==> config.mk <==
export PLATFORM = sky130hd
export DESIGN_NAME = onehot_serial_encoder
export DESIGN_NICKNAME = d
export VERILOG_FILES = /design/src/rtl/onehot_enc_pkg.sv /design/src/rtl/ffs8.sv /design/src/rtl/onehot_serial_encoder.sv
export SDC_FILE = /design/constraint.sdc
export NUM_CORES = 1
export LEC_CHECK = 0
export ABC_AREA = 1
export CORE_UTILIZATION = 35
export CTS_CLUSTER_SIZE = 16
export DETAILED_ROUTE_END_ITERATION = 8
export MAX_ROUTING_LAYER = met4
export SLEW_MARGIN = 20
export SYNTH_ARGS = -nofsm -noshare
export SYNTH_HDL_FRONTEND = slang
export SYNTH_HIERARCHICAL = 1
export SYNTH_SLANG_ARGS = --single-unit
==> constraint.sdc <==
create_clock -name clk -period 1.17 [get_ports clk]
set_input_delay 0.117 -clock clk [delete_from_list [all_inputs] [get_ports clk]]
set_output_delay 0.117 -clock clk [all_outputs]
set_load 0.01 [all_outputs]
==> src/rtl/onehot_enc_pkg.sv <==
// Shared constants and state type for the one-hot serial encoder.
package onehot_enc_pkg;

  localparam int unsigned N      = 8;
  localparam int unsigned CODE_W = 3;

  typedef enum logic [0:0] {
    IDLE = 1'b0,
    EMIT = 1'b1
  } state_e;

endpackage

==> src/rtl/ffs8.sv <==
// Find-set-bit helper: index of the next bit to emit plus an "exactly one bit set" flag.
// Scan direction: lowest set bit first by default, highest set bit first when
// ONEHOT_ENC_MSB_FIRST_EN is defined.
module ffs8
  import onehot_enc_pkg::*;
(
  input  logic [N-1:0]      bits,
  output logic [CODE_W-1:0] idx,
  output logic              single
);

  // Priority scan; the last match written wins, so the loop runs towards the preferred end.
  always_comb begin
    idx = '0;
`ifdef ONEHOT_ENC_MSB_FIRST_EN
    for (int i = 0; i < int'(N); i++) begin
      if (bits[i]) idx = CODE_W'(i);
    end
`else
    for (int i = int'(N) - 1; i >= 0; i--) begin
      if (bits[i]) idx = CODE_W'(i);
    end
`endif
  end

  // Exactly one bit set: non-zero, and clearing the lowest set bit leaves nothing.
  always_comb begin
    single = (bits != '0) && ((bits & (bits - N'(1))) == '0);
  end

endmodule

==> src/rtl/onehot_serial_encoder.sv <==
// Accepts one 8-bit request word and emits the index of each set bit as a 3-bit code,
// one code per output handshake. Scan order is selected by ONEHOT_ENC_MSB_FIRST_EN
// (undefined: lowest bit first; defined: highest bit first).
module onehot_serial_encoder #(
  parameter int unsigned N      = 8,
  parameter int unsigned CODE_W = 3
) (
  input  logic              clk,
  input  logic              rst_n,
  input  logic              in_valid,
  output logic              in_ready,
  input  logic [N-1:0]      in_bits,
  output logic              out_valid,
  input  logic              out_ready,
  output logic [CODE_W-1:0] out_code,
  output logic              out_last,
  output logic              err_empty
);

  import onehot_enc_pkg::*;

  state_e              state_q, state_d;
  logic [N-1:0]        pending_q, pending_d;
  logic                err_q, err_d;
  logic [CODE_W-1:0]   next_code;
  logic                next_single;
  logic                in_fire;
  logic                out_fire;

  // Codes are decoded from the pending register only, never from in_bits.
  ffs8 u_ffs8 (
    .bits   (pending_q),
    .idx    (next_code),
    .single (next_single)
  );

  assign in_fire  = in_valid & in_ready;
  assign out_fire = out_valid & out_ready;

  // State register.
  always_ff @(posedge clk or negedge rst_n) begin
    if (!rst_n) begin
      state_q <= IDLE;
    end else begin
      state_q <= state_d;
    end
  end

  // Next-state logic: leave IDLE on a non-empty word, return after the last code transfers.
  always_comb begin
    state_d = state_q;
    unique case (state_q)
      IDLE: if (in_fire && (in_bits != '0)) state_d = EMIT;
      EMIT: if (out_fire && next_single)    state_d = IDLE;
      default: state_d = IDLE;
    endcase
  end

  // Outputs decoded from state and pending; pending is zero in IDLE so code/last read as 0.
  always_comb begin
    in_ready  = (state_q == IDLE);
    out_valid = (state_q == EMIT);
    out_code  = next_code;
    out_last  = next_single;
    err_empty = err_q;
  end

  // Pending word and empty-word error pulse registers.
  always_ff @(posedge clk or negedge rst_n) begin
    if (!rst_n) begin
      pending_q <= '0;
      err_q     <= 1'b0;
    end else begin
      pending_q <= pending_d;
      err_q     <= err_d;
    end
  end

  // Load on accept; on each transfer clear exactly the bit just emitted.
  always_comb begin
    pending_d = pending_q;
    if (in_fire) begin
      pending_d = in_bits;
    end else if (out_fire) begin
      pending_d = pending_q & ~(N'(1) << next_code);
    end
    err_d = in_fire && (in_bits == '0);
  end

endmodule

* After elaboration in Yosys (flattened, before gate mapping) *
Index checks and enable logic that the tools add are counted.

storage, ports and cells
  latch bits = 0
  bits in writable memories = 0
  bits in registers = 10
  memories kept = 0
  logic and storage cells = 33
  output and inout port bits = 7
  memory bits (read-only) = 0

cells by class
  bitwise operators = 6
  magnitude comparators = 0
  shifts and indexed selects = 1
  equal/unequal tests = 0
  muxes and demuxes = 13
  div/mod/pow operators = 0
  multipliers = 0
  reductions and logical operators = 9
  add/sub/neg operators = 1

operator list
  kind                                               number
  two-way mux 3 bit                                  8
  bitwise AND 8 bit                                  2
  zero test 8 bit                                    2
  two-way mux 8 bit                                  2
  nonzero test 8 bit                                 2
  NOT 8 bit                                          1
  << shifter 1 x 3 -> 8 bit (first input constant)   1
  subtractor 8 x 1 -> 8 bit (second input constant)  1
  logical AND 1 bit                                  4
  bitwise AND 1 bit                                  2
  two-way mux 1 bit                                  2
  one-hot mux 1 bit (2 select lines)                 1
  nonzero test 2 bit                                 1
  NOT 1 bit                                          1

* Logic depth before layout (Yosys ltp) *
  depth after elaboration = 13
  mapped depth = 12
  gate-level depth less buffers = 12

* Modules after synthesis *
The synthesis kept the hierarchy.

modules (own cells, without submodules)
  module                 area each (µm²)  times used  seq. area each (µm²)  cells an instance
  onehot_serial_encoder  513.0            1           250.2                 67
  ffs8                   162.7            1           0.0                   35

* Least setup slack after synthesis *
OpenSTA, ideal clock, no wires.

  kind = register to register
  from = register pending_q[6]
  to = register pending_q[1]
  required time = 1.052 ns
  path slack = -0.242 ns
  setup time = 0.118 ns
  path buffers = 0
  period minus slack after synthesis = 1.412 ns
  cell stages (with the launch flop) = 13
  arrival = 1.295 ns
  path through = dfrtp_1 > inv_1 > nand2_1 > nand2_1 > nand2_1 > nand2_1 > a21oi_1 > nor2_1 > inv_1 > nor2_1 > nand2_1 > nand3_1 > nand2_1

between the ends
  word-level cells in the longest chain between the ends = 12

RTL lines
  item                             RTL line                     RTL
  start, declared                  onehot_serial_encoder.sv:23  logic [N-1:0] pending_q, pending_d;
  start signal, assigned           onehot_serial_encoder.sv:74  pending_q <= pending_d;
  two-way mux 3 bit (7 in series)  ffs8.sv:21                   if (bits[i]) idx = CODE_W'(i);
  named net out_code[0]            onehot_serial_encoder.sv:15  output logic [CODE_W-1:0] out_code,
  << shifter 1 x 3 -> 8 bit        onehot_serial_encoder.sv:85  pending_d = pending_q & ~(N'(1) << next_code);
  NOT 8 bit                        onehot_serial_encoder.sv:85
  bitwise AND 8 bit                onehot_serial_encoder.sv:85
  two-way mux 8 bit                onehot_serial_encoder.sv:84  end else if (out_fire) begin
  two-way mux 8 bit                onehot_serial_encoder.sv:82  if (in_fire) begin

The timed path passes the listed nets, and every way through them passes these cells. The select of a mux whose other input is x is not followed.
A chain may end at the register's enable or synchronous reset.

* Worst setup path after layout *
  from = register pending_q[2]
  to = output out_last

between the ends
  word-level cells in the longest chain between the ends = 4
  elaborated cells between the ends (all ways) = 5
  classes of those cells = add/sub (1); bitwise (1); reduce/logical (3)

RTL lines
  item                       RTL line                     RTL
  subtractor 8 x 1 -> 8 bit  ffs8.sv:28                   single = (bits != '0) && ((bits & (bits - N'(1))) == '0);
  bitwise AND 8 bit          ffs8.sv:28
  zero test 8 bit            ffs8.sv:28
  logical AND 1 bit *        ffs8.sv:28
  end, declared              onehot_serial_encoder.sv:16  output logic out_last,

Mark *: on every way between the ends. The rest lies on a longest branch, timed or not.

==> metrics <==
outcome finished, violations left; violated checks negative setup slack; Synth Area in Compound Gates 0.0556; final cycle utilization of the critical path 1.34; total track usage 0.204; starting density of the core 0.383; R2R Setup Slk -0.31 ns; commonest non-fill, non-tap cell in the layout nand2_1; root buf cell clkbuf_4; Tmin final roughly 1.6 ns; Leak ~0.59 nW; DRC Markers 0; Mean Syn Cell Area 6.62 sq um; cells on worst reg2reg path 12; Synth Instances between 100 and 150; Adder-Cell Fraction of Synth Area 0; most frequent cells in the layout nand2_1 (34), buf_4 (16), clkdlybuf4s50_1 (11), dfrtp_1 (10), nor2_4 (8); largest net degree at the start of global routing 11; max_slew headroom 0.707; Comb pwr share 0.727; Setup crit start pending_q[2]$_DFFE_PN0P_; Rows 15; Post-Layout Cell Count 169; clock group share of total power 0.087; vias in the first global route about 730; clk_lat worst skew between 0.2 and 0.3 ns; Num Clock Sinks 10; DP Wirelength around 1.3 mm; reg2reg end pending_q[6]$_DFFE_PN0P_; CTS tree yes; CTS clock-pin slew for the worst setup and hold paths around 0.070 ns; Max Cap Viol 0; count of different cell masters after synthesis 15; Crit Path Category reg -> out; Netlist Area Pre-Place about 680 sq um; synth warn 6; Worst EP arrival between 1 and 1.5 ns; Die Footprint 2110 sq um; Sw Ratio 0.450; final wirelength about 1.8 mm; Reg2Reg Launch Point pending_q[5]$_DFFE_PN0P_; Max Fclk 0.638 GHz; count of pins over their slew limit 0; Worst IR Drop VDD between 1 and 1.5 mV; xor/xnor cell area share of the yosys netlist 0; grt total ovfl 0; area grow syn2layout 75.4%; diode count 0; final setup violation count 13; via count 770; cell count after placement around 160; CTS Buf Count 3; PortBufs 18; global-route wire length before repair approximately 3.0 mm; worst path required time 1.05 ns; RSZ-0062 raised after global routing yes; die height 45.9 microns; vias per inst between 4 and 5; Post-DRT Antenna Nets 0; antenna violations before repair 0; Simple-Gate Fraction of Synth Area 0.493; multiplexer share of the synthesized area 0; final hold violation count 0; total chip power roughly 3.5 mW; H-tree levels 1; skew final roughly 0.0036 ns; DR iter-0 viols 1; sequential share of power 0.186; syn_nets between 100 and 150; Worst Hold Class in -> async; main combinational cell family by area after synthesis simple AND/OR/NAND/NOR gates; Pint between 1.5 and 2 mW; #FFs+latches synth 10; Nets 157; crit path capture type output pin; sequential share of the synthesized area 0.370; setup slack after layout -0.397 ns; layout cells sized above 1 0.465; slew of the pin with the lowest slew margin 0.438 ns; startpoint types register; routability cong. approximately 0.76; power density over cell area 2950 nW/um^2; floorplan core area about 1800 sq um; sw power about 1.6 mW; critical path peak fanout 4; DR WL/cell ~11 microns; DIE WIDTH approximately 46 microns; num ports 19; DRT Pass-1 Iters 3; Longest Clk Path Bufs 2
## sequential cells by signal (all words and copies together), names as in the netlist
name and count:
pending_q 8, err_empty 1, out_valid 1
## worst max path at each step
stage	to	slack [ns]	cells after the start
after floorplan	pending_q[1]$_DFFE_PN0P_	-0.13	12
after global placement	out_last	-0.45	6
after detailed placement	out_last	-0.49	6
after CTS	out_last	-0.33	6
after global routing	out_last	-0.50	6
final	out_last	-0.40	6
## area by class of cell
type	instances	area [sq um]
Sequential cell	10	250
Inverter	14	60.1
Multi-Input combinational cell	78	467
Clock buffer	4	36.3
Fill cell	172	579
Timing Repair Buffer	38	340
Tap cell	25	31.3
## layer usage
layer	wire, microns	GRT usage	vias up	part of all wire
li1	-	-	401	-
met1	732	0.260	345	0.41
met2	970	0.313	16	0.54
met3	45	0.0119	8	0.025
met4	40	0.124	0	0.022
met5	0	-	-	0
## synthesized netlist by cell type
cell type | number | area, sq um
nand2_1 | 40 | 150
inv_1 | 12 | 45.0
nor2_1 | 12 | 45.0
nand3_1 | 11 | 55.1
dfrtp_1 | 10 | 250
nor2_4 | 4 | 45.0
o21ai_1 | 3 | 15.0
nand2_2 | 2 | 12.5
o21ai_0 | 2 | 10.0
a21oi_1 | 1 | 5.00
inv_2 | 1 | 3.75
inv_4 | 1 | 6.26
nand2_8 | 1 | 20.0
nor3_1 | 1 | 5.00
o21a_1 | 1 | 7.51
## power by group through the flow
stage / combinational (mW) / clock, mW / sequential (mW)
2_1_floorplan: 1.03 / 0 / 0.642
3_3_place_gp: 1.88 / 0 / 0.624
3_5_place_dp: 1.90 / 0 / 0.630
4_1_cts: 2.17 / 0.314 / 0.627
5_1_grt: 2.82 / 0.335 / 0.675
6_report: 2.54 / 0.303 / 0.652
## stage by stage
stage | hold WS [ns] | TNS (ns) | worst slack (ns) | utilization | instance area [sq um]
after CTS | 0.170 | -3.77 | -0.325 | 0.616 | 1090
after global placement | 0.456 | -4.14 | -0.448 | 0.567 | 1000
after floorplan | -0.179 | -0.860 | -0.127 | - | 691
after global routing | 0.178 | -5.08 | -0.502 | 0.672 | 1180
final | 0.162 | -3.77 | -0.397 | 0.672 | 1180
after detailed placement | 0.458 | -4.42 | -0.495 | 0.567 | 1000
## timing repair
| action | CTS | global route |
|---|---|---|
| setup buffers | 3 | 5 |
| pin swaps | 9 | 9 |
| gates cloned | 0 | 0 |
| setup endpoints to repair | 16 | 13 |
| hold buffers | 0 | 0 |
| gates resized for setup | 40 | 19 |
## cell families (layout without fill, tap and decap cells)
logic type / after synthesis / in the layout
buffers and inverters: 14 / 56
DFF: 10 / 10
AOI/OAI and AO/OA: 7 / 7
and+or+nand+nor: 71 / 71
## worst max-delay path: stages, from the launching register on
cell,delay (ns)
dfrtp_1,0.43
nor2_4,0.18
nand2_4,0.08
o21ai_2,0.15
nand3_2,0.10
nor2_2,0.12
buf_2,0.14
Note: power is estimated with default switching activity, not from simulation.
